[src/rtl/ycbcr2rgb.sv]
// ycbcr2rgb: full-range YCbCr 4:4:4 to RGB565 with a fixed 4-cycle pipeline and matched syncs.
// Optional 2x2 ordered dither before the 888->565 truncation: define YCBCR2RGB_DITHER_EN.
module ycbcr2rgb (
    input  logic       clk,
    input  logic       rst_n,
    input  logic       pre_frame_vsync,
    input  logic       pre_frame_hsync,
    input  logic       pre_frame_de,
    input  logic [7:0] img_y,
    input  logic [7:0] img_cb,
    input  logic [7:0] img_cr,
    output logic       post_frame_vsync,
    output logic       post_frame_hsync,
    output logic       post_frame_de,
    output logic [4:0] img_red,
    output logic [5:0] img_green,
    output logic [4:0] img_blue
);

    logic signed [8:0]  cb_c_s, cr_c_s;
    logic signed [18:0] cb_w_s, cr_w_s;
    logic signed [18:0] y_d, r_cr_d, g_cb_d, g_cr_d, b_cb_d;
    logic signed [18:0] y_q, r_cr_q, g_cb_q, g_cr_q, b_cb_q;
    logic signed [19:0] r_sum_d, g_sum_d, b_sum_d;
    logic signed [19:0] r_sum_q, g_sum_q, b_sum_q;
    logic [7:0]         r8_d, g8_d, b8_d;
    logic [7:0]         r8_q, g8_q, b8_q;
    logic [7:0]         r_dith_s, g_dith_s, b_dith_s;
    logic [4:0]         red_d, red_q, blue_d, blue_q;
    logic [5:0]         green_d, green_q;
    logic [3:0]         vs_q, hs_q, de_q;

    function automatic logic signed [19:0] sx20(input logic signed [18:0] v);
        return {v[18], v};
    endfunction

    function automatic logic [7:0] sat8(input logic signed [19:0] s);
        logic signed [19:0] sh;
        sh = s >>> 8;
        if (sh < 20'sd0) begin
            return 8'd0;
        end else if (sh > 20'sd255) begin
            return 8'd255;
        end else begin
            return sh[7:0];
        end
    endfunction

    // S1: centred chroma, per-channel products and scaled luma
    always_comb begin
        cb_c_s = $signed({1'b0, img_cb}) - 9'sd128;
        cr_c_s = $signed({1'b0, img_cr}) - 9'sd128;
        cb_w_s = $signed({{10{cb_c_s[8]}}, cb_c_s});
        cr_w_s = $signed({{10{cr_c_s[8]}}, cr_c_s});
        y_d    = $signed({3'b000, img_y, 8'h00});
        r_cr_d = cr_w_s * 19'sd359;
        g_cb_d = cb_w_s * 19'sd88;
        g_cr_d = cr_w_s * 19'sd183;
        b_cb_d = cb_w_s * 19'sd454;
    end

    // S2/S3: rounded sums, then shift and clamp to 8 bits
    always_comb begin
        r_sum_d = sx20(y_q) + sx20(r_cr_q) + 20'sd128;
        g_sum_d = sx20(y_q) - sx20(g_cb_q) - sx20(g_cr_q) + 20'sd128;
        b_sum_d = sx20(y_q) + sx20(b_cb_q) + 20'sd128;
        r8_d    = sat8(r_sum_q);
        g8_d    = sat8(g_sum_q);
        b8_d    = sat8(b_sum_q);
    end

`ifdef YCBCR2RGB_DITHER_EN
    logic col_q, row_q, col_d, row_d;

    function automatic logic [2:0] off3(input logic row, input logic col);
        case ({row, col})
            2'b00:   return 3'd0;
            2'b01:   return 3'd4;
            2'b10:   return 3'd6;
            2'b11:   return 3'd2;
            default: return 3'd0;
        endcase
    endfunction

    function automatic logic [2:0] off2(input logic row, input logic col);
        case ({row, col})
            2'b00:   return 3'd0;
            2'b01:   return 3'd2;
            2'b10:   return 3'd3;
            2'b11:   return 3'd1;
            default: return 3'd0;
        endcase
    endfunction

    function automatic logic [7:0] dith(input logic [7:0] v, input logic [2:0] off);
        logic [8:0] s;
        s = {1'b0, v} + {6'd0, off};
        if (s[8]) begin
            return 8'hFF;
        end else begin
            return s[7:0];
        end
    endfunction

    // Bayer position tracks the S3-aligned de/vsync so offsets follow the pixel being reduced
    always_comb begin
        if (de_q[2]) begin
            col_d = ~col_q;
        end else if (de_q[3]) begin
            col_d = 1'b0;
        end else begin
            col_d = col_q;
        end
        if (vs_q[2] && !vs_q[3]) begin
            row_d = 1'b0;
        end else if (de_q[3] && !de_q[2]) begin
            row_d = ~row_q;
        end else begin
            row_d = row_q;
        end
        r_dith_s = dith(r8_q, off3(row_q, col_q));
        g_dith_s = dith(g8_q, off2(row_q, col_q));
        b_dith_s = dith(b8_q, off3(row_q, col_q));
    end

    // Dither position registers
    always_ff @(posedge clk or negedge rst_n) begin
        if (!rst_n) begin
            col_q <= 1'b0;
            row_q <= 1'b0;
        end else begin
            col_q <= col_d;
            row_q <= row_d;
        end
    end
`else
    // Plain truncation path
    always_comb begin
        r_dith_s = r8_q;
        g_dith_s = g8_q;
        b_dith_s = b8_q;
    end
`endif

    // S4: reduce to 565, blanked outside active video
    always_comb begin
        if (de_q[2]) begin
            red_d   = 5'(r_dith_s >> 3'd3);
            green_d = 6'(g_dith_s >> 3'd2);
            blue_d  = 5'(b_dith_s >> 3'd3);
        end else begin
            red_d   = 5'd0;
            green_d = 6'd0;
            blue_d  = 5'd0;
        end
    end

    // Pipeline data registers and sync delay lines
    always_ff @(posedge clk or negedge rst_n) begin
        if (!rst_n) begin
            y_q     <= 19'sd0;
            r_cr_q  <= 19'sd0;
            g_cb_q  <= 19'sd0;
            g_cr_q  <= 19'sd0;
            b_cb_q  <= 19'sd0;
            r_sum_q <= 20'sd0;
            g_sum_q <= 20'sd0;
            b_sum_q <= 20'sd0;
            r8_q    <= 8'd0;
            g8_q    <= 8'd0;
            b8_q    <= 8'd0;
            red_q   <= 5'd0;
            green_q <= 6'd0;
            blue_q  <= 5'd0;
            vs_q    <= 4'd0;
            hs_q    <= 4'd0;
            de_q    <= 4'd0;
        end else begin
            y_q     <= y_d;
            r_cr_q  <= r_cr_d;
            g_cb_q  <= g_cb_d;
            g_cr_q  <= g_cr_d;
            b_cb_q  <= b_cb_d;
            r_sum_q <= r_sum_d;
            g_sum_q <= g_sum_d;
            b_sum_q <= b_sum_d;
            r8_q    <= r8_d;
            g8_q    <= g8_d;
            b8_q    <= b8_d;
            red_q   <= red_d;
            green_q <= green_d;
            blue_q  <= blue_d;
            vs_q    <= {vs_q[2:0], pre_frame_vsync};
            hs_q    <= {hs_q[2:0], pre_frame_hsync};
            de_q    <= {de_q[2:0], pre_frame_de};
        end
    end

    assign post_frame_vsync = vs_q[3];
    assign post_frame_hsync = hs_q[3];
    assign post_frame_de    = de_q[3];
    assign img_red          = red_q;
    assign img_green        = green_q;
    assign img_blue         = blue_q;

endmodule

[config.mk]
export PLATFORM = sky130hd
export DESIGN_NAME = ycbcr2rgb
export DESIGN_NICKNAME = d
export VERILOG_FILES = /design/src/rtl/ycbcr2rgb.sv
export SDC_FILE = /design/constraint.sdc
export NUM_CORES = 1
export LEC_CHECK = 0
export BUFFER_PORTS_ARGS = -buffer_cell sky130_fd_sc_hd__buf_2
export CORE_ASPECT_RATIO = 1.75
export CORE_MARGIN = 5
export CORE_UTILIZATION = 45
export CTS_BUF_LIST = sky130_fd_sc_hd__clkbuf_4 sky130_fd_sc_hd__clkbuf_8
export DETAILED_ROUTE_END_ITERATION = 12
export PLACE_DENSITY_LB_ADDON = 0.3
export SYNTH_ARGS = -nofsm -noshare
export SYNTH_HDL_FRONTEND = slang
export SYNTH_SLANG_ARGS = --single-unit
[constraint.sdc]
create_clock -name clk -period 3.95 [get_ports clk]
set_clock_uncertainty 0.2 [all_clocks]
set_input_delay 0 -clock clk [delete_from_list [all_inputs] [get_ports clk]]
set_output_delay 0 -clock clk [all_outputs]
set_load 0.01 [all_outputs]
==> results_dict.tcl, run 1 <==
set metrics [dict create \
    status "complete, but fails checks" \
    violations "negative hold slack" \
    grt_max_degree 79 \
    p_seq_share_pct 24.2 \
    critPathBufInv 6 \
    max_freq_ghz 0.261 \
    ys.flop_type "dfrtp_1" \
    synth_top_family_by_area "adder cells" \
    max-vdd-ir-drop_uv 364 \
    max_stage_delay_ns 0.52 \
    crit_fanout 2 \
    rows 74 \
    mostFrequentLayoutCell "inv_1" \
    internal_power_mw 5.04 \
    p_per_area_nw_per_um2 691 \
    final_cell_area_um2 12600 \
    fp.dieW_um 126 \
    dp_hpwl_mm 17.6 \
    synth.area.top_cells "dfrtp_1, ha_1, fa_1" \
    finalMaxSlewViolations 0 \
    rsz0062_at_grt "true" \
    synthCells 1041 \
    root_buffer "clkbuf_8" \
    yosysSeqAreaShare_pct 32.0 \
    cp-start-kind "primary input" \
    ant_nets 0 \
    synthesis.area_um2 10600 \
    viasPerCell 4.82 \
    overflow 0 \
    routedWlPerCell_um 13.9 \
    yosys.area_share.adder_pct 34.5 \
    fin_crit_sh_pct 96.8 \
    crit_family "adder cells" \
    async_flop_share_pct 100 \
    maxCapViolCount 0 \
    cp.required_ns 4.07 \
    period_needed_ns 3.83 \
    clock_latency_ns 0.44 \
    synth_top_area_share_pct 32.0 \
    setup.worst_path.end_class "register" \
    synthMuxAreaShare_pct 0.282 \
    drive_above_1_share_pct 14.6 \
    clkPwrFrac_pct 14.5 \
    route.detailed.drc 0 \
    p_sw_mw 3.68 \
    grt_antenna_before_repair 1 \
    utilization_pct 54.1 \
    comb_power_share_pct 61.4 \
    cts_tree "yes" \
    grt_first_pass_wirelength_mm 36.1 \
    final_cell_mix "inv_1, ha_1, dfrtp_1" \
    io-pin-count 48 \
    cts_buffer_depth 2 \
    switching_share_pct 42.2 \
    crit_type "in -> reg" \
    arrival_ns 3.95 \
    hold_class "in -> async" \
    drt_iter0_drc 209 \
    total_leakage_power_nw 6.60 \
    syn_to_final_growth_pct 18.5 \
    cts_setup_buffers 0 \
    yosys.area_share.simple_pct 8.67 \
    cts_max_level 4 \
    wl_mm 21.2 \
    synth_edf_count 0 \
    hold-worst-slack_ns -0.0160 \
    dpl_cell_area_um2 11700 \
    relSlewSlack_pct 56.9 \
    initial_utilization_pct 45.6 \
    fin_tns_setup_ns 0 \
    synth.distinct_cells 60 \
    yosys_warnings 0 \
    syn_area_per_cell_um2 10.2 \
    hold_viol_final 17 \
    gp_congestion 0.877 \
    grt_usage_pct 16.9 \
    die_area_um2 27000 \
    yosys.area_share.xor_xnor_pct 7.06 \
    portBuffers 47 \
    place_inst 1451 \
    synth-compound-area-share_pct 9.69 \
    instances_no_fill 1520 \
    synth_top_area_cell "dfrtp_1" \
    cp_slowest_cell "dlygate4sd3_1" \
    vias 7333 \
    ys_seq_elements 136 \
    total_power_mw 8.72 \
    core_um2 23300 \
    first_global_vias 7712 \
    postSynthNetCount 1322 \
    path_cells "dlygate4sd3_1, buf_2, ha_2, inv_2, fa_1, inv_1, fa_1, inv_1, fa_1, inv_1, ha_1, nand2_1, or3b_4, a311oi_2, o21a_1, nor2_1, xnor2_1" \
    die_h_um 213 \
    clk_pin_slew_ns 0.09 \
    cts_made_buffers 17 \
    clock_sinks 136 \
    setup_viol 0 \
    drtPass1Iterations 4 \
    tightest_slew_ns 0.638 \
    layout.nets 1483 \
]
power groups by stage:
stage | Combinational, mW | Sequential (mW) | Clock (mW)
final | 5.35 | 2.11 | 1.26
after global routing | 6.08 | 2.16 | 1.36
after CTS | 5.38 | 2.12 | 1.30
after detailed placement | 5.31 | 2.14 | 0
after global placement | 5.19 | 2.13 | 0
after floorplan | 4.02 | 2.09 | 0
final timing paths:
check	from	end	slack [ns]	cells past startpoint
worst max-delay path	img_cb[0]	b_cb_q[18]$_DFF_PN0_	0.12	17
worst min-delay path	rst_n	y_q[9]$_DFF_PN0_	-0.02	3
worst max register to register	y_q[8]$_DFF_PN0_	g_sum_q[17]$_DFF_PN0_	0.24	12
worst min register to register	de_q[0]$_DFF_PN0_	de_q[1]$_DFF_PN0_	0.15	0
max in group asynchronous	rst_n	r_sum_q[15]$_DFF_PN0_	3.25	3
min in group clk	img_cb[6]	g_cb_q[14]$_DFF_PN0_	0.02	5
cell usage after synthesis, drive strengths merged (4+ instances only):
cell,n
inv,210
ha,182
dfrtp,136
nor2,82
fa,70
xnor2,65
a21oi,49
o21ai,37
nand2,24
xor2,20
a21o,19
and2,19
nor3,9
a21boi,8
a31oi,8
clkbuf,7
nor2b,7
o21bai,7
nand2b,6
or2,6
or3,6
and3,5
nand3,5
nand4,5
a211o,4
nor4,4
o2111ai,4
sequential cells by signal, summed over array words and instances (netlist names):
| signal | cells |
|---|---|
| b8_q | 5 |
| b_cb_q | 15 |
| b_sum_q | 9 |
| de_q | 4 |
| g8_q | 6 |
| g_cb_q | 11 |
| g_cr_q | 18 |
| g_sum_q | 10 |
| hs_q | 4 |
| img_blue | 5 |
| img_green | 6 |
| img_red | 5 |
| r8_q | 5 |
| r_cr_q | 12 |
| r_sum_q | 9 |
| vs_q | 4 |
| y_q | 8 |
worst min-delay path, delay by kind of cell:
kind / cells / cell delay (ns)
buf+inv: 3 / 1.03
logic make-up (layout without fill, tap and decap cells):
logic type / after synthesis / in the layout
AOI/OAI and AO/OA: 159 / 159
xor gates and xnor gates: 85 / 85
adders and majority gates: 252 / 252
buffers and inverters: 220 / 394
DFF: 136 / 136
muxes: 3 / 3
other: 0 / 1
and+or+nand+nor: 186 / 186
cell type report:
type	count	area (um^2)
clock inverter	15	209
sequential	136	3400
fill	2155	10700
tap	304	380
clock buffer	17	234
antenna	1	2.50
timing repair buffer	152	1140
inverter	210	788
multi-input combinational	685	6460
metal layers:
metal / wire length [um] / track usage (%) / share of wire [%]
met1: 7420 / 16.8 / 35
met2: 12400 / 34.1 / 59
met3: 480 / 2.39 / 2.3
met4: 841 / 7.66 / 4.0
met5: 0 / 0 / 0
stage by stage:
stage,setup WS [ns],hold WS (ns)
2_1_floorplan,0.00411,-0.496
3_3_place_gp,-0.174,-0.115
3_5_place_dp,-0.200,-0.111
4_1_cts,0.0177,0.000660
5_1_grt,-0.0274,0.00487
6_report,0.125,-0.0160
repair_timing:
action / in CTS / in global routing
resized for setup: 0 / 12
setup endpoints to repair: 0 / 11
hold endpoints to repair: 101 / 1
hold buffers: 35 / 1
No activity file was read; power rests on OpenSTA's default activity.
==> inputs of run 2 (changes only) <==
--- a/config.mk
+++ b/config.mk
@@ -5,6 +5,7 @@
 export SDC_FILE = /design/constraint.sdc
 export NUM_CORES = 1
 export LEC_CHECK = 0
+export ABC_AREA = 1
 export BUFFER_PORTS_ARGS = -buffer_cell sky130_fd_sc_hd__buf_2
 export CORE_ASPECT_RATIO = 1.75
 export CORE_MARGIN = 5
==> run 2 against run 1 <==
Against the previous run:
- the flow now finishes without violations
- count of clock-buffer cells in the layout increased by 3
- flip-flop and latch count unchanged
- setup slack improved by 0.023 ns
- sequential share of layout area decreased by 0.51 points
==> results_dict.tcl, run 2 <==
set metrics [dict create \
    rows 76 \
    synth_top_area_share_pct 30.4 \
    utilization_pct 52.2 \
    drive_above_1_share_pct 12.8 \
    maxCapViolCount 0 \
    max_freq_ghz 0.263 \
    viasPerCell 4.84 \
    synth_edf_count 0 \
    grt_max_degree 111 \
    core_um2 24600 \
    drt_iter0_drc 313 \
    syn_to_final_growth_pct 14.7 \
    async_flop_share_pct 100 \
    initial_utilization_pct 45.5 \
    synth-compound-area-share_pct 7.12 \
    yosys.area_share.xor_xnor_pct 6.31 \
    ys_seq_elements 136 \
    die_area_um2 28300 \
    period_needed_ns 3.80 \
    final_cell_mix "inv_1, nand2_1, ha_1" \
    drtPass1Iterations 6 \
    hold_viol_final 0 \
    cp.required_ns 4.06 \
    route.detailed.drc 0 \
    yosys.area_share.simple_pct 13.3 \
    yosys_warnings 0 \
    yosys-top-cells-count "inv_1, nand2_1, ha_1" \
    arrival_ns 3.92 \
    status "finished, final reports clean" \
    cp-start-kind "primary input" \
    synth.area.top_cells "dfrtp_1, ha_1, fa_1" \
    layout.nets 1657 \
    wl_mm 24.1 \
    mostFrequentLayoutCell "inv_1" \
    cts_buffer_depth 2 \
    synth_top_area_cell "dfrtp_1" \
    portBuffers 47 \
    regMostFlops "g_cr_q" \
    io-pin-count 48 \
    top_regs "g_cr_q: 18 flops, b_cb_q: 15 flops, r_cr_q: 12 flops" \
    hold-worst-slack_ns 0.0218 \
    crit_type "in -> reg" \
    setup_viol 0 \
    first_global_vias 8635 \
    wl_met1_mm 8.21 \
    overflow 0 \
    p_per_area_nw_per_um2 731 \
    grt_antenna_before_repair 1 \
    routedWlPerCell_um 14.2 \
    grt_usage_pct 18.4 \
    clk_pin_slew_ns 0.08 \
    cts_max_level 4 \
    path_cells "buf_2, dlygate4sd3_1, ha_2, inv_2, fa_1, fa_1, inv_1, fa_2, inv_1, fa_1, inv_2, ha_4, buf_4, a21oi_2, o21ai_0, o21bai_1, nand2_1, nand2_1, xor2_1" \
    max_stage_delay_ns 0.56 \
    ant_nets 0 \
    top_layer "met4" \
    clock_latency_ns 0.43 \
    clock_sinks 136 \
    tightest_slew_ns 0.974 \
    dp_hpwl_mm 20.4 \
    crit_fanout 4 \
    synth.distinct_cells 41 \
    max-vdd-ir-drop_uv 324 \
    fin_tns_setup_ns 0 \
    die_h_um 219 \
    pre_cts_ws_ns -0.0620 \
    root_buffer "clkbuf_8" \
    synth_top_family_by_area "adder cells" \
    setup.worst_path.end_class "register" \
    yosysSeqAreaShare_pct 30.4 \
    ff_latch_area_um2 3400 \
    synthCells 1249 \
    fin_crit_sh_pct 96.3 \
    finalMaxSlewViolations 0 \
    cp_slowest_cell "dlygate4sd3_1" \
    cts_tree "yes" \
    ys.flop_type "dfrtp_1" \
    vias 8224 \
    yosysMostFrequentCell "inv_1" \
    gp_congestion 0.924 \
    cp_common_cell "fa_1" \
    grt_first_pass_wirelength_mm 40.8 \
    yosys.area_share.adder_pct 32.8 \
    multi_input_area_um2 6740 \
    wl_met3_um 560 \
    cts_made_buffers 17 \
    rsz0062_at_grt "false" \
    postSynthNetCount 1530 \
    total_leakage_power_nw 7.20 \
    largest_reg_flops 18 \
    synthesis.area_um2 11200 \
    syn_area_per_cell_um2 8.97 \
    hold_class "in -> reg" \
    met2_length_mm 14.1 \
    relSlewSlack_pct 35.1 \
    synthMuxAreaShare_pct 0 \
    fp.dieW_um 129 \
    fill_cells 2266 \
    ff2ff_setup_slack_ns 0.83 \
    timing.final.ws_setup_ns 0.148 \
    total_power_mw 9.40 \
]
[run 2: final timing paths]
| check | from | endpoint | depth (start not counted) |
|---|---|---|---|
| setup / recovery | img_cr[1] | r_cr_q[15]$_DFF_PN0_ | 19 |
| hold / removal | img_cr[1] | g_cr_q[2]$_DFF_PN0_ | 4 |
| setup reg to reg | y_q[8]$_DFF_PN0_ | g_sum_q[16]$_DFF_PN0_ | 17 |
| hold reg to reg | de_q[1]$_DFF_PN0_ | de_q[2]$_DFF_PN0_ | 0 |
| max in group asynchronous | rst_n | r_sum_q[13]$_DFF_PN0_ | 3 |
| min in group asynchronous | rst_n | g_sum_q[13]$_DFF_PN0_ | 2 |
[run 2: power breakdown]
| group | switching (mW) | internal [mW] |
|---|---|---|
| registers | 0.180 | 1.93 |
| clock network | 0.532 | 0.653 |
| logic | 3.73 | 2.38 |
[run 2: what timing repair did]
| item | CTS | global route |
|---|---|---|
| endpoints found under the hold margin | 134 | 1 |
| hold buffers | 24 | 1 |
| setup endpoints to repair | 0 | 10 |
| resized for setup | 0 | 15 |
| buffers inserted | 0 | 4 |
[run 2: layout make-up]
cell class                 instances  share of cell area [%]
antenna                            1                  0.0195
clock inverter                    10                    1.14
multi-input combinational        812                    52.4
inverter                         296                    8.64
clock buffer                      20                    2.04
timing repair buffer             113                    6.25
sequential                       136                    26.5
tap                              312                    3.04
[run 2: worst max-delay path, delay by kind of cell]
family | cells | cell delay [ns]
AOI/OAI and AO/OA | 3 | 0.41
xor gates and xnor gates | 1 | 0.14
adders and majority gates | 6 | 2.16
buffers and inverters | 7 | 1.09
and+or+nand+nor | 2 | 0.13
[run 2: cells by family after synthesis]
group                    after synthesis
flip-flops                           136
AND/OR/NAND/NOR                      337
adder cells (fa/ha/maj)              252
XOR/XNOR                              79
AO/OA/AOI/OAI                        144
buffers and inverters                301
[run 2: per-stage QoR]
| stage | area, um^2 | std cells |
|---|---|---|
| 2_1_floorplan | 11200 | 1249 |
| 3_3_place_gp | 12100 | 1640 |
| 3_5_place_dp | 12100 | 1640 |
| 4_1_cts | 12700 | 1694 |
| 5_1_grt | 12900 | 1700 |
| 6_report | 12900 | 1700 |
[run 2: routing by layer]
layer | up-vias | global-route usage [%]
met5 | - | 0
li1 | 4131 | -
met1 | 3890 | 17.8
met3 | 64 | 2.12
met2 | 139 | 36.8
met4 | 0 | 9.00
==> inputs of run 3 (changes only) <==
--- a/config.mk
+++ b/config.mk
@@ -7,12 +7,15 @@
 export LEC_CHECK = 0
 export ABC_AREA = 1
 export BUFFER_PORTS_ARGS = -buffer_cell sky130_fd_sc_hd__buf_2
+export CAP_MARGIN = 30
+export CELL_PAD_IN_SITES_DETAIL_PLACEMENT = 1
+export CELL_PAD_IN_SITES_GLOBAL_PLACEMENT = 1
 export CORE_ASPECT_RATIO = 1.75
 export CORE_MARGIN = 5
 export CORE_UTILIZATION = 45
 export CTS_BUF_LIST = sky130_fd_sc_hd__clkbuf_4 sky130_fd_sc_hd__clkbuf_8
 export DETAILED_ROUTE_END_ITERATION = 12
-export PLACE_DENSITY_LB_ADDON = 0.3
+export PLACE_DENSITY_LB_ADDON = 0.1
 export SYNTH_ARGS = -nofsm -noshare
 export SYNTH_HDL_FRONTEND = slang
 export SYNTH_SLANG_ARGS = --single-unit
==> run 3 against run 2 <==
Against the previous run:
- non-clock buffer count grew 16
- sequential power is essentially flat
- register-to-register slack got worse by 0.14 ns
- via count is 1.6% higher
- critical endpoint is now b_cb_q[16]$_DFF_PN0_
- largest power group unchanged
==> results_dict.tcl, run 3 (synthesized netlist as in run 2, its figures left out) <==
set metrics [dict create \
    status "finished, final reports clean" \
    drt_iter0_drc 212 \
    dp_hpwl_mm 22.5 \
    ff2ff_setup_slack_ns 0.69 \
    maxCapViolCount 0 \
    hold_class "in -> reg" \
    fill_cells 2887 \
    fp.dieW_um 129 \
    setup_viol 0 \
    initial_utilization_pct 45.5 \
    total_leakage_power_nw 7.28 \
    cts_buffer_depth 2 \
    vias 8354 \
    grt_usage_pct 20.5 \
    max_freq_ghz 0.265 \
    cts_tree "yes" \
    largest_reg_flops 18 \
    cts_max_level 4 \
    first_global_vias 9323 \
    root_buffer "clkbuf_8" \
    fin_crit_sh_pct 95.6 \
    grt_max_degree 111 \
    cp-start-kind "primary input" \
    route.detailed.drc 0 \
    ant_nets 0 \
    wl_mm 26.8 \
    io-pin-count 48 \
    clock_sinks 136 \
    utilization_pct 52.7 \
    p_per_area_nw_per_um2 736 \
    period_needed_ns 3.78 \
    drive_above_1_share_pct 12.7 \
    die_area_um2 28300 \
    overflow 0 \
    routedWlPerCell_um 15.6 \
    layout.nets 1673 \
    crit_type "in -> reg" \
    final_cell_mix "inv_1, nand2_1, ha_1" \
    max-vdd-ir-drop_uv 301 \
    crit_fanout 5 \
    finalMaxSlewViolations 0 \
    rows 76 \
    tightest_slew_ns 0.563 \
    relSlewSlack_pct 62.5 \
    top_regs "g_cr_q: 18 flops, b_cb_q: 15 flops, r_cr_q: 12 flops" \
    portBuffers 47 \
    grt_antenna_before_repair 0 \
    grt_first_pass_wirelength_mm 45.1 \
    viasPerCell 4.87 \
    dpl_cell_area_um2 12200 \
    setup.worst_path.end_class "register" \
    clock_latency_ns 0.46 \
    rsz0062_at_grt "false" \
    mostFrequentLayoutCell "inv_1" \
    regMostFlops "g_cr_q" \
    syn_to_final_growth_pct 15.8 \
    diodes 0 \
    core_um2 24600 \
    gp_congestion 0.880 \
    cts_made_buffers 17 \
    arrival_ns 3.95 \
    cp.required_ns 4.12 \
    die_h_um 219 \
    clk_pin_slew_ns 0.08 \
    final_cell_area_um2 13000 \
    hold_viol_final 0 \
    total_power_mw 9.56 \
    hold-worst-slack_ns 0.0422 \
    drtPass1Iterations 4 \
]
==> run 3: cell count changes in the layout (fill, tap and decap cells not counted), sizes merged <==
cell / change
buf: +7
bufinv: -1
clkbuf: -1
clkinv: -2
diode: -1
dlygate4sd3: +9
inv: +6
==> run 3: path summary, 6_finish.rpt <==
path | start | endpoint | depth (start not counted)
max reg2reg | y_q[8]$_DFF_PN0_ | g_sum_q[16]$_DFF_PN0_ | 17
min reg2reg | de_q[0]$_DFF_PN0_ | de_q[1]$_DFF_PN0_ | 0
max | img_cb[2] | b_cb_q[16]$_DFF_PN0_ | 16
min | img_cb[5] | g_cb_q[12]$_DFF_PN0_ | 5
min in group asynchronous | rst_n | g_cr_q[11]$_DFF_PN0_ | 3
max in group asynchronous | rst_n | g_cb_q[15]$_DFF_PN0_ | 4
==> run 3: cell type report <==
cell class,instances,area [um^2],share of cell area [%]
clock buffers,19,262,2.01
clock inverters,13,156,1.20
inverters,296,1110,8.56
multi-input cells,812,6700,51.6
flip-flops and latches,136,3400,26.2
well taps,312,390,3.01
repair buffers,129,966,7.44
==> run 3: through the flow <==
stage / TNS, ns / std cells / worst slack, ns
2_1_floorplan: 0 / 1249 / 0.136
3_3_place_gp: 0 / 1647 / 0.00500
3_5_place_dp: -0.344 / 1647 / -0.114
4_1_cts: 0 / 1712 / 0.0174
5_1_grt: 0 / 1717 / 0.00523
6_report: 0 / 1717 / 0.175
==> run 3: timing repair <==
action	4_1_cts	5_1_grt
endpoints found under the hold margin	135	19
endpoints found under the setup margin	0	8
gates resized for setup	0	8
setup buffers	0	3
hold buffers	33	1
==> run 3: where the power goes <==
part           switching (mW)  internal (mW)
combinational            3.86           2.39
clock                   0.579          0.613
sequential              0.195           1.93
==> run 3: worst max-delay path, stage by stage <==
cell and delay (ns):
dlygate4sd3_1 0.53, buf_2 0.18, ha_1 0.33, inv_1 0.07
fa_1 0.50, inv_1 0.05, fa_1 0.49, inv_1 0.06
fa_1 0.53, inv_1 0.05, ha_1 0.33, inv_1 0.10
nor3_1 0.19, a21oi_1 0.12, o21ai_0 0.22, xor2_1 0.20
==> run 3: layer usage <==
layer | vias up | track usage [%] | share of wire [%]
met4 | 0 | 7.78 | 3.5
met1 | 4077 | 21.6 | 37
met3 | 44 | 2.51 | 1.9
li1 | 4143 | - | -
met2 | 90 | 40.1 | 58
met5 | - | 0 | 0
